## config.mk

```make
export PLATFORM = sky130hd
export DESIGN_NAME = fsm_cc7_sched
export DESIGN_NICKNAME = d
export VERILOG_FILES = /design/src/rtl/fsm_cc7_pkg.sv /design/src/rtl/fsm_cc7_sched_rr_arbiter.sv /design/src/rtl/fsm_cc7_sched.sv
export SDC_FILE = /design/constraint.sdc
export NUM_CORES = 1
export LEC_CHECK = 0
export ABC_AREA = 1
export BUFFER_PORTS_ARGS = -buffer_cell sky130_fd_sc_hd__buf_2
export CAP_MARGIN = 20
export CORE_MARGIN = 8
export CORE_UTILIZATION = 56
export DETAILED_ROUTE_END_ITERATION = 6
export PLACE_DENSITY_LB_ADDON = 0.12
export SLEW_MARGIN = 25
export SYNTH_ARGS = -nofsm -noshare
export SYNTH_HDL_FRONTEND = slang
export SYNTH_SLANG_ARGS = --single-unit
```

## constraint.sdc

```tcl
create_clock -name i_clk -period 4.05 [get_ports i_clk]
set_input_delay 1.215 -clock i_clk [delete_from_list [all_inputs] [get_ports i_clk]]
set_output_delay 1.215 -clock i_clk [all_outputs]
set_load 0.05 [all_outputs]
```

## src/rtl/fsm_cc7_pkg.sv

```systemverilog
// Shared definitions for the fsm_cc7 example subsystem: scheduler states,
// drain length and the step-sequencer state codes.
package fsm_cc7_pkg;

  typedef enum logic [1:0] {
    ST_IDLE  = 2'd0,
    ST_GO    = 2'd1,
    ST_DWELL = 2'd2,
    ST_DRAIN = 2'd3
  } sched_state_e;

  // S3 -> S4 .. S9 -> S0 takes seven steps once jmp drops
  localparam int DRAIN_LEN = 7;

  typedef enum logic [3:0] {
    S0 = 4'd0, S1 = 4'd1, S2 = 4'd2, S3 = 4'd3, S4 = 4'd4,
    S5 = 4'd5, S6 = 4'd6, S7 = 4'd7, S8 = 4'd8, S9 = 4'd9
  } seq_state_e;

  function automatic int rr_index(input int base, input int off, input int n);
    return (base + off) % n;
  endfunction

endpackage

```

## src/rtl/fsm_cc7_sched_rr_arbiter.sv

```systemverilog
// Combinational round-robin pick: first requester at or after the pointer
// wins. The pointer itself is owned by the caller.
module fsm_cc7_sched_rr_arbiter
  import fsm_cc7_pkg::*;
#(
  parameter int N_REQ = 2,
  parameter int PW    = 1
) (
  input  logic [N_REQ-1:0] i_req,
  input  logic [PW-1:0]    i_ptr,
  output logic [N_REQ-1:0] o_gnt,
  output logic             o_vld
);

  logic [PW-1:0] w_idx;

  always_comb begin
    o_gnt = '0;
    o_vld = 1'b0;
    w_idx = '0;
    for (int i = 0; i < N_REQ; i++) begin
      w_idx = PW'(rr_index(int'(i_ptr), i, N_REQ));
      if (!o_vld && i_req[w_idx]) begin
        o_gnt[w_idx] = 1'b1;
        o_vld        = 1'b1;
      end
    end
  end

endmodule

```

## src/rtl/fsm_cc7_sched.sv

```systemverilog
// Round-robin scheduler sharing one fsm_cc7_2 step sequencer between
// N_REQ requesters, with y1 tracking check and sticky sync-loss flag.
//
// state    | meaning
// IDLE     | sequencer parked in S0; arbitrate
// GO       | go=1 jmp=1, sequencer S0 -> S3
// DWELL    | jmp=1, sequencer held in S3 for dcnt cycles
// DRAIN    | jmp=0, sequencer walks S3 .. S9 -> S0 (7 cycles)
module fsm_cc7_sched
  import fsm_cc7_pkg::*;
#(
  parameter int N_REQ = 2,
  parameter int DW    = 4
) (
  input  logic                i_clk,
  input  logic                i_rst,
  input  logic [N_REQ-1:0]    i_req,
  input  logic [N_REQ*DW-1:0] i_dwell,
  input  logic                i_y1,
  output logic                o_go,
  output logic                o_jmp,
  output logic [N_REQ-1:0]    o_gnt,
  output logic [N_REQ-1:0]    o_done,
  output logic                o_busy,
  output logic                o_err
);

  localparam int PW = (N_REQ > 1) ? $clog2(N_REQ) : 1;

  sched_state_e     r_state;
  sched_state_e     w_state_nxt;
  logic [PW-1:0]    r_ptr;
  logic [DW-1:0]    r_dcnt;
  logic [2:0]       r_drain_cnt;
  logic [N_REQ-1:0] r_gnt;
  logic [N_REQ-1:0] r_done;
  logic             r_err;

  logic [N_REQ-1:0] w_win;
  logic             w_win_vld;
  logic [PW-1:0]    w_win_idx;
  logic [DW-1:0]    w_win_dwell;
  logic [DW-1:0]    w_dwell_arr [N_REQ];
  logic             w_grant;
  logic             w_y1_exp;
  logic             w_y1_bad;
  logic             w_drain_last;

  fsm_cc7_sched_rr_arbiter #(
    .N_REQ (N_REQ),
    .PW    (PW)
  ) u_arb (
    .i_req (i_req),
    .i_ptr (r_ptr),
    .o_gnt (w_win),
    .o_vld (w_win_vld)
  );

  for (genvar g = 0; g < N_REQ; g++) begin : g_dwell
    assign w_dwell_arr[g] = i_dwell[g*DW +: DW];
  end

  always_comb begin
    w_win_idx = '0;
    for (int i = 0; i < N_REQ; i++) begin
      if (w_win[i]) w_win_idx = PW'(i);
    end
  end

  assign w_win_dwell  = w_dwell_arr[w_win_idx];
  assign w_grant      = (r_state == ST_IDLE) && !r_err && w_win_vld;
  assign w_drain_last = (r_drain_cnt == 3'(DRAIN_LEN - 1));

  // y1 is high while the sequencer sits in S3: every DWELL cycle and the
  // first DRAIN cycle, since S3 is left one edge after jmp drops.
  always_comb begin
    w_y1_exp = 1'b0;
    unique case (r_state)
      ST_DWELL: w_y1_exp = 1'b1;
      ST_DRAIN: w_y1_exp = (r_drain_cnt == 3'd0);
      default:  w_y1_exp = 1'b0;
    endcase
  end

  assign w_y1_bad = (r_state != ST_IDLE) && (i_y1 != w_y1_exp);

  always_ff @(posedge i_clk) begin
    if (i_rst) r_state <= ST_IDLE;
    else       r_state <= w_state_nxt;
  end

  always_comb begin
    w_state_nxt = r_state;
    unique case (r_state)
      ST_IDLE:  if (w_grant) w_state_nxt = ST_GO;
      ST_GO:    w_state_nxt = (r_dcnt != '0) ? ST_DWELL : ST_DRAIN;
      ST_DWELL: if (r_dcnt == DW'(1)) w_state_nxt = ST_DRAIN;
      ST_DRAIN: if (w_drain_last) w_state_nxt = ST_IDLE;
      default:  w_state_nxt = ST_IDLE;
    endcase
    if (w_y1_bad) w_state_nxt = ST_IDLE;
  end

  always_comb begin
    o_go   = 1'b0;
    o_jmp  = 1'b0;
    o_busy = 1'b0;
    unique case (r_state)
      ST_GO: begin
        o_go   = 1'b1;
        o_jmp  = 1'b1;
        o_busy = 1'b1;
      end
      ST_DWELL: begin
        o_jmp  = 1'b1;
        o_busy = 1'b1;
      end
      ST_DRAIN: o_busy = 1'b1;
      default: begin
        o_go   = 1'b0;
        o_jmp  = 1'b0;
        o_busy = 1'b0;
      end
    endcase
  end

  always_ff @(posedge i_clk) begin
    if (i_rst) begin
      r_ptr       <= '0;
      r_dcnt      <= '0;
      r_drain_cnt <= '0;
      r_gnt       <= '0;
      r_done      <= '0;
      r_err       <= 1'b0;
    end else begin
      r_done      <= '0;
      r_drain_cnt <= (r_state == ST_DRAIN && !w_drain_last) ? r_drain_cnt + 3'd1 : 3'd0;
      if (w_y1_bad) begin
        r_err <= 1'b1;
        r_gnt <= '0;
      end else begin
        unique case (r_state)
          ST_IDLE: begin
            if (w_grant) begin
              r_gnt  <= w_win;
              r_dcnt <= w_win_dwell;
              r_ptr  <= (w_win_idx == PW'(N_REQ - 1)) ? '0 : w_win_idx + 1'b1;
            end
          end
          ST_DWELL: r_dcnt <= r_dcnt - 1'b1;
          ST_DRAIN: begin
            if (w_drain_last) begin
              r_gnt  <= '0;
              r_done <= r_gnt;
            end
          end
          default: r_dcnt <= r_dcnt;
        endcase
      end
    end
  end

  assign o_gnt  = r_gnt;
  assign o_done = r_done;
  assign o_err  = r_err;

endmodule

```

; ---- Word-level counts from Yosys, hierarchy flattened
; Index checks and enable logic that the tools add are counted.
[word_totals]
register_bits = 15
latchBits = 0
ramBits = 0
romBits = 0
input_bits = 13
out_inout_bits = 8
elab_cells = 86
mem_count = 0
[op_classes]
addsub = 4
mul = 0
div_mod_pow = 0
magnitude_cmp = 5
eq_ne = 9
shift = 0
mux = 30
bitwise_logic = 6
n_reduce_logical = 25
[ops]
columns = op, count
row1 = 4-bit 2-to-1 mux, 4
row2 = 1-bit 2-to-1 mux, 14
row3 = 2-bit 2-to-1 mux, 6
row4 = 3-bit AND reduction, 4
row5 = 2-bit one-hot mux with 4 select lines, 1
row6 = 4-bit one-hot mux with 2 select lines, 1
row7 = 1-bit logical AND, 7
row8 = 2-bit inequality test (second input constant), 3
row9 = 2-bit nonzero test, 3
row10 = 2-bit OR reduction, 3
row11 = 2-bit == test (second input constant), 2
row12 = 4-bit by 1-bit == test with 1-bit output (second input constant), 1
row13 = 1-bit by 2-bit less-than comparator with 1-bit output (second input constant), 2
row14 = 1-bit inverter, 4
row15 = 2-bit one-hot mux with 2 select lines, 1
row16 = 4-bit nonzero test, 1
row17 = 4-bit OR reduction, 1
row18 = 4-bit by 1-bit subtractor with 4-bit output (second input constant), 1
row19 = 3-bit by 1-bit adder with 3-bit output (second input constant), 1
row20 = 3-bit == test (second input constant), 1
row21 = 1-bit logical NOT, 3
row22 = 3-bit logical NOT, 1
row23 = 3-bit OR reduction, 1
row24 = 1-bit adder (second input constant), 2
row25 = other kinds (9), 11

; ---- Logic depth before layout (Yosys ltp)
[logic_depth]
depth_word = 14
ltp_mapped = 10
ltp_nobuf = 10

; ---- By module
; From an unflattened synthesis, not the netlist that was laid out.
[unflattened]
hier_cells = 140
hier_area_um2 = 958.4
[modules_own_cells]
columns = mod, n_inst, cells_per_inst, area_per_inst_um2, seq_area_each_um2
row1 = fsm_cc7_sched, 1, 134, 933.4, 300.3
row2 = fsm_cc7_sched_rr_arbiter, 1, 6, 25.0, 0.0

; ---- Least setup slack after synthesis
; Ideal clock, no wire load.
[synth_timing]
kind = flip-flop to output port
start = register r_state[0]
end = output port o_jmp
arrival_time_ps = 1028
required_time_ps = 2835
setup_slack_ps = 1807
path_stages_with_launch = 3
path_buffers = 0
path_cell_list = dfxtp_1 > inv_1 > ha_1
[synth_between]
elab_chain_len = 3
word_cells_on_any_way = 4
classes_between = eq/ne (2) / mux (1) / reduce/logical (1)
[synth_lines]
columns = element, line
row1 = "start, declared", fsm_cc7_sched.sv:30  ; sched_state_e r_state;
row2 = "start signal, assigned", fsm_cc7_sched.sv:89  ; else r_state <= w_state_nxt;
row3 = 2-bit == test or 2-bit by 1-bit == test with 1-bit output (tied branches), fsm_cc7_sched.sv:108  ; unique case (r_state)
row4 = 2-bit OR reduction (no source line) *, -
row5 = 1-bit 2-to-1 mux *, fsm_cc7_sched.sv:108
row6 = "end, declared", fsm_cc7_sched.sv:21  ; output logic o_jmp,
; Mark *: on every way between the ends. The rest lies on a longest branch, timed or not.

; ---- Worst setup path in the final report
[layout_timing]
start = register r_state[0]
end = output port o_busy
[layout_between]
elab_chain_len = 3
word_cells_on_any_way = 5
classes_between = eq/ne (3) / mux (1) / reduce/logical (1)
[layout_lines]
columns = element, line
row1 = 2-bit == test or 2-bit by 1-bit == test with 1-bit output (tied branches), fsm_cc7_sched.sv:108
row2 = 3-bit OR reduction (no source line) *, -
row3 = 1-bit 2-to-1 mux *, fsm_cc7_sched.sv:108
row4 = "end, declared", fsm_cc7_sched.sv:24  ; output logic o_busy,
; Marks and branches as above.

==> metrics <==
dpl hpwl=1710 µm; die area=3250 µm²; Die Y=~57 µm; Data required, critical path=2.83 ns; Critical Path Source Type=flop; mux cell area share after synthesis=0%; # resized after CTS=0; CTS tree=done; Crit Path Category=flop to output port; ys async rst share=0%; Static Leak=0.590 nW; cell with the most instances after synthesis=nand2_1; number of enable flip-flop cells after synthesis=0; reg2reg path depth=8; wire per inst=roughly 12 µm; status=completed; Top delay family on crit path=buffers and inverters; Final period util=65.4%; vias in the first global route=889; RSZ-0062 raised after global routing=no; r2r startpoint=r_state[0]; Final WS setup=1.40 ns; Simple-Gate Fraction of Synth Area=a little over a third; H-tree depth=1; synthesized cell area=around 940 µm²; Setup violations, final=0; Max Cap Violations=0; synth top area cells=dfxtp_1 (32%), nand2_1 (14%), ha_1 (13%), inv_1 (9.2%), nor2_1 (8.0%); Design Power=822 µW; NumNets Final=191; slowest cell on the critical path=dfxtp_1; CTS buffer count=3; Core Rows=15; largest net degree at the start of global routing=9; Compound-Gate Fraction of Synth Area=6.90%; first-pass detailed-route iteration total=5; reg-to-reg endpoint=o_gnt[1]; layout cells sized above 1=17.4%; Routed WL=2140 µm; Peak Freq=378 MHz; Worst Setup EP=o_busy; Slew HR=slightly above 80%; clk root buf=clkbuf_4; GR Overflow Total=0; CP Depth=4; Boundary Pins=21; flops & latches, synth=15; Tmin final=about 2.6 ns; worst hold path type=flop to flop; Cell variety after synth=16; arrival time worst endpoint=1.43 ns; max incr delay on CP=0.41 ns; clk_lat worst skew=approximately 0.28 ns; Fin. Hold Viols=0; post-synthesis sequential area ratio=31.8%; clock buffer depth=2; peak supply drop=482 µV; syn_nets=166; Synth Area in Adders=13.3%; Routed Antenna Nets=0; via count=948; Synth top cells by count=nand2_1 (34), inv_1 (23), nor2_1 (20); Filler cells=160; Ys Warns=0; Worst Skew=roughly 0.002 ns; final setup TNS=0 ns; Vias/cell=5.15; clk slew on worst S/H paths=~0.090 ns; post-CTS setup repair buffer count=0; worst setup path startpoint=r_state[0]; Synth Area in XOR/XNOR=under 10%; share of the synthesized area in the top cell type=31.8%; RePlAce Congestion=0.843; WHS=0.460 ns; Starting Density=57.1%; CTS Sinks=15; All-Layer GR Usage=13.1%; Die X=57.0 µm; Area growth syn-to-layout=15.7%; dpl ws=around 1.7 ns; CP Max Fanout=5; main combinational cell family by area after synthesis=simple AND/OR/NAND/NOR gates; CP endpoint kind=output port; pins over their slew limit=0; Top FF cell, synth=dfxtp_1; initial drt markers=35; power density cells=753 nW/µm²; setup slack, reg-to-reg=2.51 ns; PortBufs=20; first-pass GRT wire length=3550 µm; Yosys top cell by area=dfxtp_1; Residual DRC=0; crit path cell chain=inv_1 -> ha_1 -> inv_2 -> buf_2; initial antenna violation count=0; ANT cells=0; Avg Cell Area, Syn=around 6.6 µm²; Slew @ Worst Pin=~0.25 ns; core area=between 1500 and 2000 µm²; CTS Hold Bufs=0; buffers plus inverters on the worst setup path=3; Cells after Synth=143
kinds of logic after synthesis:
family,Yosys count
AO/OA/AOI/OAI,13
XOR/XNOR,2
adder cells (fa/ha/maj),10
buffers and inverters,26
flip-flops,15
AND/OR/NAND/NOR,77
final cells by class:
cell class / instances / area, µm² / area share (%)
timing repair buffer: 20 / 100 / 9.17
sequential: 15 / 300 / 27.5
inverter: 26 / 97.6 / 8.94
multi-input combinational: 102 / 546 / 50.0
tap: 17 / 21.3 / 1.95
clock buffer: 4 / 26.3 / 2.41
state kept, by name (all words and copies together) (netlist names):
| name | cells |
|---|---|
| o_done | 2 |
| r_drain_cnt | 3 |
| o_err | 1 |
| r_dcnt | 4 |
| o_gnt | 2 |
| r_state | 2 |
| r_ptr | 1 |
cell usage in the layout, fill, tap and decap left out:
cell type | synthesis | layout
nand2_1 | 34 | 34
nand3_2 | 1 | 1
xnor2_1 | 1 | 1
inv_1 | 23 | 23
nand3b_1 | 4 | 4
clkbuf_1 | 0 | 1
xor2_1 | 1 | 1
a21oi_1 | 7 | 7
dfxtp_1 | 15 | 15
inv_2 | 3 | 3
nand3_1 | 14 | 14
nor2_1 | 20 | 20
nand4_1 | 2 | 2
ha_1 | 10 | 10
nor2_2 | 2 | 2
buf_2 | 0 | 20
o21ai_0 | 4 | 4
o21ai_1 | 2 | 2
clkbuf_4 | 0 | 3
where the power goes:
group	total, mW	internal [mW]	switching (mW)
Sequential	0.225	0.192	0.0337
Combinational	0.511	0.152	0.359
Clock	0.0850	0.0383	0.0468
Total	0.822	0.382	0.439
layer usage:
| metal | wire [µm] | up-vias | track usage (%) |
|---|---|---|---|
| met1 | 917 | 404 | 14.1 |
| met3 | 183 | 9 | 3.55 |
| met5 | 0 | - | 0 |
| met4 | 46 | 0 | 6.38 |
| li1 | - | 493 | - |
| met2 | 988 | 42 | 22.9 |
worst min path at each step:
stage / from / endpoint / cells after the start
finish: r_drain_cnt[0] / r_drain_cnt[0] / 1
global placement: r_drain_cnt[0] / r_drain_cnt[0] / 1
CTS: o_gnt[0] / o_done[0] / 2
global route: r_drain_cnt[0] / r_drain_cnt[0] / 1
floorplan: r_drain_cnt[0] / r_drain_cnt[0] / 1
detailed placement: o_gnt[0] / o_done[0] / 2
stage by stage:
step / cell area [µm²] / instances / utilization (%)
finish: 1090 / 184 / 66.1
global route: 1090 / 184 / 66.1
CTS: 1090 / 184 / 66.1
detailed placement: 1060 / 180 / 64.5
global placement: 1060 / 180 / 64.5
floorplan: 943 / 143 / -
Power figures use the tool's default switching activity.
